## src/rtl/mcu_router_pkg.sv

```systemverilog
// Shared types and constants for the MCU byte router and its interrupt latch.
package mcu_router_pkg;

  localparam int NTGT = 4;
  localparam logic [7:0] LOCAL_ID = 8'h0F;

  localparam logic [1:0] TGT_SYS = 2'd0;
  localparam logic [1:0] TGT_HID = 2'd1;
  localparam logic [1:0] TGT_OSD = 2'd2;
  localparam logic [1:0] TGT_SDC = 2'd3;

  typedef enum logic [1:0] {
    ST_IDLE    = 2'd0,
    ST_FORWARD = 2'd1,
    ST_LOCAL   = 2'd2,
    ST_DISCARD = 2'd3
  } state_e;

  function automatic logic [NTGT-1:0] tgt_onehot(input logic [1:0] sel);
    return NTGT'(1) << sel;
  endfunction

endpackage

```

## src/rtl/mcu_irq_latch.sv

```systemverilog
// Per-target interrupt latch: rising-edge detect, sticky pending bits with
// MCU acknowledge, and a registered active-low aggregate interrupt.
module mcu_irq_latch
  import mcu_router_pkg::*;
(
  input  logic            clk,
  input  logic            reset,
  input  logic [NTGT-1:0] tgt_int,
  input  logic            ack_valid,
  input  logic [NTGT-1:0] ack_mask,
  output logic [NTGT-1:0] pending,
  output logic            int_out_n
);

  logic [NTGT-1:0] int_prev_q;
  logic [NTGT-1:0] pending_q, pending_d;
  logic [NTGT-1:0] rise;
  logic            int_out_n_q;

  assign rise = tgt_int & ~int_prev_q;

  // A new edge in the same cycle as an acknowledge must not be lost.
  always_comb begin
    pending_d = pending_q;
    if (ack_valid) pending_d = pending_d & ~ack_mask;
    pending_d = pending_d | rise;
  end

  always_ff @(posedge clk) begin
    if (reset) begin
      int_prev_q  <= '0;
      pending_q   <= '0;
      int_out_n_q <= 1'b1;
    end else begin
      int_prev_q  <= tgt_int;
      pending_q   <= pending_d;
      int_out_n_q <= ~|pending_q;
    end
  end

  assign pending   = pending_q;
  assign int_out_n = int_out_n_q;

endmodule

```

## src/rtl/mcu_router.sv

```systemverilog
// MCU-to-target byte router with a local interrupt-acknowledge endpoint.
// Optional frame watchdog enabled by defining MCU_ROUTER_TIMEOUT_EN.
module mcu_router
  import mcu_router_pkg::*;
#(
  parameter logic [15:0] TIMEOUT_CYCLES = 16'd50000
) (
  input  logic        clk,
  input  logic        reset,
  input  logic        mcu_strobe,
  input  logic        mcu_start,
  input  logic [7:0]  mcu_data,
  output logic [7:0]  mcu_dout,
  output logic [3:0]  tgt_strobe,
  output logic        tgt_start,
  output logic [7:0]  tgt_data,
  input  logic [31:0] tgt_dout,
  input  logic [3:0]  tgt_int,
  output logic        int_out_n,
  output logic        frame_timeout
);

  localparam logic [1:0] S_IDLE    = ST_IDLE;
  localparam logic [1:0] S_FORWARD = ST_FORWARD;
  localparam logic [1:0] S_LOCAL   = ST_LOCAL;
  localparam logic [1:0] S_DISCARD = ST_DISCARD;

  logic [1:0]      state_q, state_d;
  logic [1:0]      sel_q, sel_d;
  logic            first_q, first_d;
  logic [7:0]      mcu_dout_q, mcu_dout_d;
  logic [NTGT-1:0] tgt_strobe_q;
  logic            tgt_start_q;
  logic [7:0]      tgt_data_q;
  logic            payload, fwd_fire, ack_fire, timeout_fire;
  logic [NTGT-1:0] pending;

  assign payload  = mcu_strobe & ~mcu_start;
  assign fwd_fire = payload && (state_q == S_FORWARD);
  assign ack_fire = payload && (state_q == S_LOCAL) && first_q;

`ifdef MCU_ROUTER_TIMEOUT_EN
  logic [15:0] wd_cnt_q;
  logic [15:0] wd_inc;
  logic        timeout_q;

  assign wd_inc = wd_cnt_q + 16'd1;
  // Any strobe restarts the idle count, so a strobe always beats the abort.
  assign timeout_fire = !mcu_strobe && (state_q != S_IDLE) && (wd_inc == TIMEOUT_CYCLES);

  always_ff @(posedge clk) begin
    if (reset) begin
      wd_cnt_q  <= 16'd0;
      timeout_q <= 1'b0;
    end else begin
      timeout_q <= timeout_fire;
      if (mcu_strobe || (state_q == S_IDLE) || timeout_fire) wd_cnt_q <= 16'd0;
      else wd_cnt_q <= wd_inc;
    end
  end

  assign frame_timeout = timeout_q;
`else
  logic unused_timeout_cfg;
  assign unused_timeout_cfg = ^TIMEOUT_CYCLES;
  assign timeout_fire  = 1'b0;
  assign frame_timeout = 1'b0;
`endif

  always_comb begin
    state_d = state_q;
    sel_d   = sel_q;
    first_d = first_q;
    if (mcu_strobe && mcu_start) begin
      first_d = 1'b1;
      if (mcu_data < 8'd4) begin
        state_d = S_FORWARD;
        sel_d   = mcu_data[1:0];
      end else if (mcu_data == LOCAL_ID) begin
        state_d = S_LOCAL;
      end else begin
        state_d = S_DISCARD;
      end
    end else if (fwd_fire || (payload && state_q == S_LOCAL)) begin
      first_d = 1'b0;
    end else if (timeout_fire) begin
      state_d = S_IDLE;
      first_d = 1'b0;
    end
  end

  always_comb begin
    case (state_q)
      S_FORWARD: mcu_dout_d = tgt_dout[8*sel_q +: 8];
      S_LOCAL:   mcu_dout_d = {4'h0, pending};
      default:   mcu_dout_d = 8'h00;
    endcase
  end

  always_ff @(posedge clk) begin
    if (reset) begin
      state_q      <= S_IDLE;
      sel_q        <= 2'd0;
      first_q      <= 1'b0;
      mcu_dout_q   <= 8'h00;
      tgt_strobe_q <= '0;
      tgt_start_q  <= 1'b0;
      tgt_data_q   <= 8'h00;
    end else begin
      state_q      <= state_d;
      sel_q        <= sel_d;
      first_q      <= first_d;
      mcu_dout_q   <= mcu_dout_d;
      tgt_strobe_q <= fwd_fire ? tgt_onehot(sel_q) : '0;
      tgt_start_q  <= fwd_fire && first_q;
      if (fwd_fire) tgt_data_q <= mcu_data;
    end
  end

  mcu_irq_latch u_irq (
    .clk       (clk),
    .reset     (reset),
    .tgt_int   (tgt_int),
    .ack_valid (ack_fire),
    .ack_mask  (mcu_data[3:0]),
    .pending   (pending),
    .int_out_n (int_out_n)
  );

  assign mcu_dout   = mcu_dout_q;
  assign tgt_strobe = tgt_strobe_q;
  assign tgt_start  = tgt_start_q;
  assign tgt_data   = tgt_data_q;

endmodule

```

## config.mk

```make
export PLATFORM = sky130hd
export DESIGN_NAME = mcu_router
export DESIGN_NICKNAME = d
export VERILOG_FILES = /design/src/rtl/mcu_router_pkg.sv /design/src/rtl/mcu_irq_latch.sv /design/src/rtl/mcu_router.sv
export SDC_FILE = /design/constraint.sdc
export NUM_CORES = 1
export LEC_CHECK = 0
export ABC_AREA = 1
export CAP_MARGIN = 10
export CORE_MARGIN = 4
export CORE_UTILIZATION = 42
export CTS_CLUSTER_SIZE = 30
export DETAILED_ROUTE_END_ITERATION = 8
export PLACE_DENSITY_LB_ADDON = 0.3
export SLEW_MARGIN = 30
export SYNTH_ARGS = -nofsm -noshare
export SYNTH_HDL_FRONTEND = slang
export SYNTH_SLANG_ARGS = --single-unit
```

## constraint.sdc

```tcl
create_clock -name clk -period 1.48 [get_ports clk]
set_clock_uncertainty 0.1 [all_clocks]
set_input_delay 0.296 -clock clk [delete_from_list [all_inputs] [get_ports clk]]
set_output_delay 0.296 -clock clk [all_outputs]
set_load 0.01 [all_outputs]
```

* After elaboration in Yosys (flattened, before gate mapping)
Cells that the tools add are included.
Operators by class: reductions and logical operators 11, shifts and indexed selects 2, order comparisons 1, equal/unequal tests 3, mux-type cells 6, bitwise logic cells 8
Operators by type and width (count):
- $shiftx 32x6->8 | 1
- $pmux 8 s2 | 1
- $and 4x4->4 | 2
- $eq 8x4->1 const B | 1
- $lt 8x3->1 const B | 1
- $not 4->4 | 2
- $logic_and 1x1->1 | 5
- $mux 4 | 1
- $or 4x4->4 | 1
- $reduce_or 4->1 | 1
- $shl 1x2->4 const A | 1
- $mux 1 | 3
- $eq 2x1->1 const B | 1
- $eq 2x2->1 const B | 1
- $mux 2 | 1
- $not 1->1 | 2
- $reduce_and 2->1 | 1
- $reduce_bool 2->1 | 1
- $reduce_or 2->1 | 1
- $and 1x1->1 | 1
- $logic_not 1->1 | 1
- $logic_or 1x1->1 | 1
Storage, ports and cells: bits in registers 35, logic and storage cells 41, output and inout bits 23, input bits 48

* Depth between registers and ports, before layout
Gate-level depths: netlist of the first run.
word-level depth 6, depth in mapped cells 7, gate-level depth less buffers 6

* Hierarchy
Synthesis of the first run repeated with hierarchy kept, for this count alone.
Second synthesis, totals: cells, all modules 218, area, all modules 1539.0 sq um
Modules (own cells, without submodules):
- mcu_router | instances 1, sequential area each 520.5 sq um, cells each 176, area an instance 1224.9 sq um
- mcu_irq_latch | instances 1, sequential area each 180.2 sq um, cells each 42, area an instance 314.1 sq um

* Worst setup path before layout of the first run
Ideal clock, no wire load.
kind register to register, start register state_q[0], end register mcu_dout_q[0] (netlist: mcu_dout[0]), setup slack 0.239 ns, path buffers 0, data required time 1.311 ns, stages on the path, launching flop included 5, arrival 1.072 ns, clock period less this slack 1.241 ns, setup time 0.069 ns, cell sequence dfxtp_1 inv_1 ha_1 or2_1 o21ai_1
Between the ends: longest elaborated chain between the ends 2, elaborated cells between the ends (all ways) 3, classes of those cells 2 x eq/ne; 1 x mux
Ends and longest elaborated chain:
- from (decl) | RTL line mcu_router.sv:28 | logic [1:0] state_q, state_d;
- from (signal assigned) | RTL line mcu_router.sv:110 | state_q <= state_d;
- $eq 2x2->1 / $eq 2x1->1 (equally long branches) | RTL line mcu_router.sv:93 | case (state_q)
- $pmux 8 s2 (*) | RTL line mcu_router.sv:93
- to (signal assigned) | RTL line mcu_router.sv:113 | mcu_dout_q <= mcu_dout_d;
- to (decl) | RTL line mcu_router.sv:31 | logic [7:0] mcu_dout_q, mcu_dout_d;
Every way passes the cells marked *; elsewhere a longest branch is shown, timed or not. A chain may end at the register's enable or synchronous reset.

* Worst setup path in the final report of the first run
Ends and elaborated chain as after synthesis.

==> flow_summary.yaml, run 1 <==
power:
  p_leak_nw: 1.19
  worst_ir_drop_vdd_mv: 0.594
  power_density_mw_per_mm2: 867
  total_power_mw: 2.17
global_routing:
  antenna_found_initial: 0
  grt_pass1_vias: 1563
  gr-total-overflow: 0
  grt_max_degree: 15
  grt_pass1_wl_um: 6790
  grt_usage_pct: 17.0
worst_setup_path:
  timing.rr.end: "mcu_dout[0]$_SDFF_PP0_"
  crit_arrival_ns: 1.46
  r2r_start: "state_q[0]$_SDFFE_PP0P_"
  path_max_fanout: 8
  critical_path.startpoint: "state_q[0]$_SDFFE_PP0P_"
  reg2reg_depth: 5
  endpoint: "mcu_dout[0]$_SDFF_PP0_"
  critical_path_class: "reg2reg"
  cp-end-kind: "flop"
  r2r_setup_slack_ns: 0.14
  critPathRequiredTime_ns: 1.60
  start_kind: "flop"
clock_network:
  clkTransAtPathRegs_ns: 0.07
  clock-root-buffer: "clkbuf_8"
  cts_tree: "built"
  cts.sinks: 35
  worstSkewPairLatency_ns: 0.29
  cts_setup_buffers: 0
  numCtsBuffers: 5
  h-tree-depth: 2
  clock_path_buffers: 2
placed_design:
  place.gp.congestion: 0.852
  portBuffers: 69
  dp_hpwl_um: 3110
  place_ws_ns: -0.101
sta:
  hold_slack_ns: 0.357
  fin_crit_ns: 1.34
  finalMaxSlewViolations: 0
  setup-tns-final_ns: 0
  max_freq_ghz: 0.747
  hold_viol_final: 0
  fin_crit_sh_pct: 90.4
  finalWorstSetupSlack_ns: 0.142
  setup_violations: 0
  rsz0062_at_grt: "false"
cells_and_area:
  fin_nets: 357
  area_delta_synth_final_pct: 52.3
  final_cell_mix: "nand2_1, clkdlybuf4s50_1, nor2_1"
  antenna_cells: 0
  post_route_cells_drive_above_1_share_pct: 14.6
  final_common_cell: "nand2_1"
die:
  die_h_um: 70.5
  core_area_mm2: 0.00372
  dieArea_mm2: 0.00497
  die_x_um: 70.5
  start_util_pct: 44.1
  io_pins: 71
  fp-row-count: 22
yosys:
  synth.avg_cell_area_um2: 7.19
  synth_fp_nets: 278
  netlist.top_cell.by_area: "dfxtp_1"
  ys_seq_elements: 35
  yosysUniqueCellTypes: 26
  yosysWarnings: 0
  ys_seq_area_share_pct: 42.7
  synth_top_area_share_pct: 42.7
  async_reset_ff_share_pct: 0
  synth_top_flop_cell: "dfxtp_1"
  synth_edf_count: 0
  postSynthCellCount: 228
  netlist_area_mm2: 0.00164
  yosys-top-cells-area: "dfxtp_1, nand2_1, nor2_1, nand3_1, inv_1"
flow_run:
  cap_violations: 0
route:
  vias: 1622
  firstDrtPassIters: 4
  routed_wl_um: 3960
  drt_iter0_drc: 64
  drc: 0
  ant_nets: 0
  routed_via_density: 4.56
  post_drt_wl_per_cell_um: 11.1
hold_path:
  hp-start: "first_q$_SDFFE_PP0P_"
  worstHoldPathType: "reg2reg"
run_status:
  status: "finished, final reports clean"
-- metal layers --
metal,share of wire [%],track usage (%)
met1,43,19.6
met4,2.4,6.60
met3,8.7,6.47
met2,46,28.1
met5,0,0
-- kinds of logic after synthesis --
logic type	count (synthesis)	synth area share, %
AND/OR/NAND/NOR	125	33.8
buffers and inverters	36	10.5
flip-flops	35	42.7
AO/OA/AOI/OAI	29	11.2
adder cells (fa/ha/maj)	2	1.53
other	1	0.229
-- flip-flops by register name, summed over array words and instances, names as in the netlist --
name              flops
tgt_strobe            4
first_q               1
tgt_start             1
tgt_data              8
u_irq.int_out_n       1
u_irq.pending         4
state_q               2
u_irq.int_prev_q      4
mcu_dout              8
sel_q                 2
-- cells in the mapped netlist (3+ instances only) --
cell type and n:
nand3_1 17, nand2_1 54, dfxtp_1 35, o21a_1 4, inv_1 22, o21ai_0 3, a21oi_1 3, nand2_2 7
buf_2 3, buf_4 4, a21oi_2 7, inv_2 4, nor2_1 38, o21ai_1 11
-- what timing repair did --
item | CTS | global route
hold buffers | 0 | 0
gates resized for setup | 22 | 0
setup endpoints to repair | 22 | 0
-- cell type report --
cell class	count	area [um2]
inverter	28	108
sequential	35	701
fill	349	1220
tap	48	60.1
timing repair buffer	80	746
clock inverter	2	35.0
multi-input combinational	157	767
clock buffer	6	82.6
-- power by group --
part	switching, mW	leakage (nW)	internal, mW	total (mW)
Clock	0.337	0.0612	0.545	0.881
Sequential	0.0157	0.286	0.976	0.991
Combinational	0.120	0.839	0.174	0.294
-- through the flow --
| stage | std cells | instance area, um2 | utilization [%] |
|---|---|---|---|
| 2_1_floorplan | 228 | 1640 | - |
| 3_3_place_gp | 348 | 2410 | 64.8 |
| 3_5_place_dp | 348 | 2410 | 64.8 |
| 4_1_cts | 356 | 2500 | 67.2 |
| 5_1_grt | 356 | 2500 | 67.2 |
| 6_report | 356 | 2500 | 67.2 |
-- critical path: stages (launching register included) --
cell,delay (ns)
dfxtp_1,0.36
inv_1,0.05
ha_1,0.33
nor2_4,0.23
nand3_1,0.12
o21ai_1,0.09
-- worst min path at each step --
stage                                           endpoint  slack, ns  cells after the start
final                               tgt_start$_SDFF_PP0_       0.36                      2
after global routing         u_irq.pending[2]$_SDFF_PP0_       0.38                      3
after CTS                    u_irq.pending[3]$_SDFF_PP0_       0.36                      3
after detailed placement     u_irq.pending[3]$_SDFF_PP0_       0.34                      3
after global placement       u_irq.pending[3]$_SDFF_PP0_       0.34                      3
after floorplan           u_irq.int_prev_q[0]$_SDFF_PP0_       0.31                      2
Note: power is estimated with default switching activity, not from simulation.
==> run 2, diff against run 1 <==
CORE_ASPECT_RATIO = 1.4   (was unset)
==> run 2 against run 1 <==
  * Cell count shrank 2.2%
  * Setup slack lost 0.018 ns
  * Power shrank 5.5%
  * Clock-buffer cell count grew 1
  * Largest cell class unchanged
  * Largest power group unchanged
==> flow_summary.yaml, run 2 (synthesis results as in run 1) <==
clock_network:
  clock_path_buffers: 2
  h-tree-depth: 2
  cts.sinks: 35
  clock-root-buffer: "clkbuf_8"
  worstSkewPairLatency_ns: 0.28
  cts_setup_buffers: 0
  clkTransAtPathRegs_ns: 0.07
  cts_tree: "built"
  numCtsBuffers: 5
die:
  die_h_um: 81.9
  die_x_um: 60.8
  io_pins: 71
  dieArea_mm2: 0.00498
  start_util_pct: 44.2
  fp-row-count: 26
  core_area_mm2: 0.00371
sta:
  finalWorstSetupSlack_ns: 0.124
  max_freq_ghz: 0.737
  fin_crit_sh_pct: 91.6
  setup_violations: 0
  fin_crit_ns: 1.36
  rsz0062_at_grt: "false"
  finalMaxSlewViolations: 0
  hold_viol_final: 0
  hold_slack_ns: 0.358
worst_setup_path:
  path_max_fanout: 4
  cp_slowest_cell: "dfxtp_1"
  critical_path_class: "reg2reg"
  path_buf_inv: 1
  start_kind: "flop"
  critPathRequiredTime_ns: 1.59
  cp-end-kind: "flop"
  crit_path_max_incr_delay_ns: 0.36
  critPathTopFamily: "flip-flops"
  crit_path_cell_trace: "inv_1 -> ha_1 -> or2_1 -> o21ai_1"
  crit_arrival_ns: 1.47
placed_design:
  place.gp.congestion: 0.773
  dp_hpwl_um: 3270
  portBuffers: 69
  place_ws_ns: -0.129
route:
  drc: 0
  drt_iter0_drc: 82
  vias: 1626
  ant_nets: 0
  firstDrtPassIters: 4
  post_drt_wl_per_cell_um: 11.7
  routed_wl_um: 4080
  routed_via_density: 4.67
cells_and_area:
  final_cell_mix: "nand2_1, clkdlybuf4s50_1, nor2_1"
  antenna_cells: 0
  multiInputGateArea_um2: 767
  seq_area_um2: 701
  final_common_cell: "nand2_1"
  area_delta_synth_final_pct: 50.9
  fin_nets: 355
  post_route_cells_drive_above_1_share_pct: 14.1
  fill_cells: 353
power:
  p_leak_nw: 1.17
  power_density_mw_per_mm2: 827
  worst_ir_drop_vdd_mv: 0.743
  total_power_mw: 2.05
hold_path:
  worstHoldPathType: "reg2reg"
global_routing:
  grt_usage_pct: 17.4
  antenna_found_initial: 0
  grt_pass1_vias: 1605
  grt_max_degree: 19
  gr-total-overflow: 0
  grt_pass1_wl_um: 6620
run_status:
  status: "finished, final reports clean"
flow_run:
  cap_violations: 0
[run 2: cell count changes in the layout (fill, tap and decap cells not counted), sizes merged]
cell | before | now
bufinv | 1 | 0
clkinvlp | 0 | 1
buf | 11 | 9
clkinv | 3 | 2
clkbuf | 6 | 7
[run 2: area by class of cell]
class	instances	area share, %
flip-flops and latches	35	28.3
inverters	28	4.35
clock buffers	7	3.89
well taps	42	2.12
clock inverters	1	0.303
multi-input cells	157	31.0
repair buffers	78	30.0
[run 2: worst register-to-register path: cells and delay by family, from the launching register on]
kind | cells | cell delay [ns]
DFF | 1 | 0.36
adders and majority gates | 1 | 0.33
and+or+nand+nor | 1 | 0.29
AOI/OAI and AO/OA | 1 | 0.15
buffers and inverters | 1 | 0.05
[run 2: layer usage]
metal  track usage [%]  part of all wire, %
met5                 0                    0
met4              6.07                  1.3
met3              4.56                  9.9
met2              31.9                   48
met1              18.7                   41
[run 2: report_power, final]
part           total [mW]  internal (mW)  switching (mW)  leakage, nW
clock network       0.762          0.423           0.339       0.0505
registers           0.990          0.975          0.0148        0.286
logic               0.294          0.173           0.121        0.836
total                2.05           1.57           0.475         1.17
[run 2: per-stage QoR]
stage               instances  TNS (ns)  instance area [um2]  util, %
finish                    348         0                 2470     66.7
global route              348         0                 2470     66.7
CTS                       348         0                 2470     66.7
detailed placement        340     -2.11                 2400     64.7
global placement          340     -1.20                 2400     64.7
floorplan                 228         0                 1640        -
[run 2: worst paths after layout]
check / slack [ns] / depth (start not counted) / to / startpoint
max: 0.12 / 4 / mcu_dout[1]$_SDFF_PP0_ / state_q[0]$_SDFFE_PP0P_
min: 0.36 / 2 / tgt_start$_SDFF_PP0_ / first_q$_SDFFE_PP0P_
max reg2reg: 0.12 / 4 / mcu_dout[1]$_SDFF_PP0_ / state_q[0]$_SDFFE_PP0P_
min reg2reg: 0.36 / 2 / tgt_start$_SDFF_PP0_ / first_q$_SDFFE_PP0P_
[run 2: timing repair]
action / in CTS / in global routing
endpoints found under the hold margin: 0 / 0
hold buffers: 0 / 0
gates resized for setup: 22 / 0
endpoints found under the setup margin: 22 / 0
==> run 3, diff against run 2 <==
SETUP_SLACK_MARGIN = 0.15   (was unset)
==> run 3 against run 2 <==
  * Critical path depth up 3
  * Fmax up 3.9%
  * Flip-flop and latch count unchanged
  * Sequential power about the same
  * Largest cell class unchanged
  * Combinational power up 6%
  * Sequential share of layout area down 0.42 points
  * Critical endpoint is now tgt_data[1]$_SDFFE_PP0P_
  * Die area unchanged
  * Cell area up 2.2%
  * Hold slack better by 0.0054 ns
  * Clock power about the same
  * Register-to-register slack better by 0.096 ns
==> flow_summary.yaml, run 3 (synthesis results as in run 1) <==
sta:
  hold_viol_final: 0
  hold_slack_ns: 0.363
  setup_violations: 0
  finalMaxSlewViolations: 0
  rsz0062_at_grt: "true"
  max_freq_ghz: 0.766
  fin_crit_sh_pct: 88.2
  fin_crit_ns: 1.30
  finalWorstSetupSlack_ns: 0.175
die:
  die_h_um: 81.9
  start_util_pct: 44.2
  io_pins: 71
  core_area_mm2: 0.00371
  die_x_um: 60.8
  dieArea_mm2: 0.00498
  fp-row-count: 26
placed_design:
  dp_hpwl_um: 3270
  portBuffers: 69
  place_ws_ns: -0.129
  place.gp.congestion: 0.773
  place_area_mm2: 0.00240
  dp_cells: 340
route:
  drc: 0
  wl_met3_um: 395
  route.met2.wl_um: 2060
  vias: 1628
  routed_via_density: 4.68
  dr.max_layer_used: "met4"
  firstDrtPassIters: 4
  post_drt_wl_per_cell_um: 12.1
  drt-met1-wl_um: 1710
  drt_iter0_drc: 85
  routed_wl_um: 4220
  ant_nets: 0
run_status:
  status: "finished, final reports clean"
worst_setup_path:
  critical_path_class: "in2reg"
  path_max_fanout: 9
  crit_path_cell_trace: "clkdlybuf4s50_1 -> inv_2 -> nor2_4 -> nand2_4 -> buf_12 -> nand2_1 -> a21oi_2"
  path_buf_inv: 3
  cp_slowest_cell: "clkdlybuf4s50_1"
  critPathRequiredTime_ns: 1.55
  start_kind: "primary input"
  critPathTopFamily: "buffers and inverters"
  cp-end-kind: "flop"
  crit_arrival_ns: 1.38
  crit_path_max_incr_delay_ns: 0.53
clock_network:
  clock-root-buffer: "clkbuf_8"
  worstSkewPairLatency_ns: 0.28
  cts.sinks: 35
  clkTransAtPathRegs_ns: 0.07
  cts_setup_buffers: 0
  clock_path_buffers: 2
  numCtsBuffers: 5
  cts_tree: "built"
  ctsHoldBuffers: 0
  h-tree-depth: 2
power:
  pwr-share-clk_pct: 36.9
  p_int_mw: 1.58
  comb_power_share_pct: 15.0
  seq_power_share_pct: 48.1
  swShare_pct: 23.4
  p_leak_nw: 1.17
  p_switching_uw: 483
  total_power_mw: 2.07
  worst_ir_drop_vdd_mv: 0.707
  power_density_mw_per_mm2: 816
cells_and_area:
  layoutNonFillerInstCount: 348
  final_area_mm2: 0.00253
  final_common_cell: "nand2_1"
  fill_cells: 343
  area_delta_synth_final_pct: 54.2
  antenna_cells: 0
  post_route_cells_drive_above_1_share_pct: 17.0
  final_cell_mix: "nand2_1, clkdlybuf4s50_1, nor2_1"
  fin_nets: 355
hold_path:
  worstHoldPathType: "reg2reg"
global_routing:
  grt_pass1_vias: 1605
  antenna_found_initial: 0
  gr-total-overflow: 0
  grt_pass1_wl_um: 6620
  grt_usage_pct: 17.4
  grt_max_degree: 19
flow_run:
  cap_violations: 0
## run 3: path summary, 6_finish.rpt
kind | slack, ns | depth (start not counted) | startpoint | to
worst min-delay path | 0.36 | 2 | tgt_data[0]$_SDFFE_PP0P_ | tgt_data[0]$_SDFFE_PP0P_
worst min register to register | 0.36 | 2 | tgt_data[0]$_SDFFE_PP0P_ | tgt_data[0]$_SDFFE_PP0P_
worst max register to register | 0.22 | 5 | state_q[0]$_SDFFE_PP0P_ | mcu_dout[1]$_SDFF_PP0_
worst max-delay path | 0.18 | 7 | mcu_strobe | tgt_data[1]$_SDFFE_PP0P_
## run 3: layer usage
layer / global-route usage [%] / up-vias
met5: 0 / -
met4: 6.07 / 0
met3: 4.56 / 7
met2: 31.9 / 63
met1: 18.7 / 699
li1: - / 859
## run 3: worst reg2reg max path: cells and delay by family (launching register included)
family,cells,cell delay (ns)
adder cells (fa/ha/maj),1,0.25
buffers and inverters,1,0.07
AND/OR/NAND/NOR,2,0.35
AO/OA/AOI/OAI,1,0.06
flip-flops,1,0.37
## run 3: cell type report
| cell class | count | area, um2 | share of cell area, % |
|---|---|---|---|
| Multi-Input combinational cell | 157 | 811 | 32.0 |
| Timing Repair Buffer | 78 | 746 | 29.5 |
| Sequential cell | 35 | 706 | 27.9 |
| Inverter | 28 | 111 | 4.40 |
| Clock buffer | 7 | 96.3 | 3.81 |
| Tap cell | 42 | 52.6 | 2.08 |
| Clock inverter | 1 | 7.51 | 0.297 |
## run 3: timing repair
item,in CTS,in global routing
endpoints found under the setup margin,29,15
pin swaps,1,1
resized for setup,25,12
## run 3: stage by stage
step	util, %	TNS (ns)
finish	68.2	0
CTS	66.9	0
floorplan	-	0
global placement	64.7	-1.20
global route	68.2	0
detailed placement	64.7	-2.11
## run 3: power groups by stage
| stage | clock network, mW | logic [mW] | registers [mW] |
|---|---|---|---|
| 2_1_floorplan | 0 | 0.116 | 1.01 |
| 3_3_place_gp | 0 | 0.299 | 1.01 |
| 3_5_place_dp | 0 | 0.303 | 1.01 |
| 4_1_cts | 0.789 | 0.301 | 0.990 |
| 5_1_grt | 0.823 | 0.343 | 0.996 |
| 6_report | 0.762 | 0.311 | 0.993 |
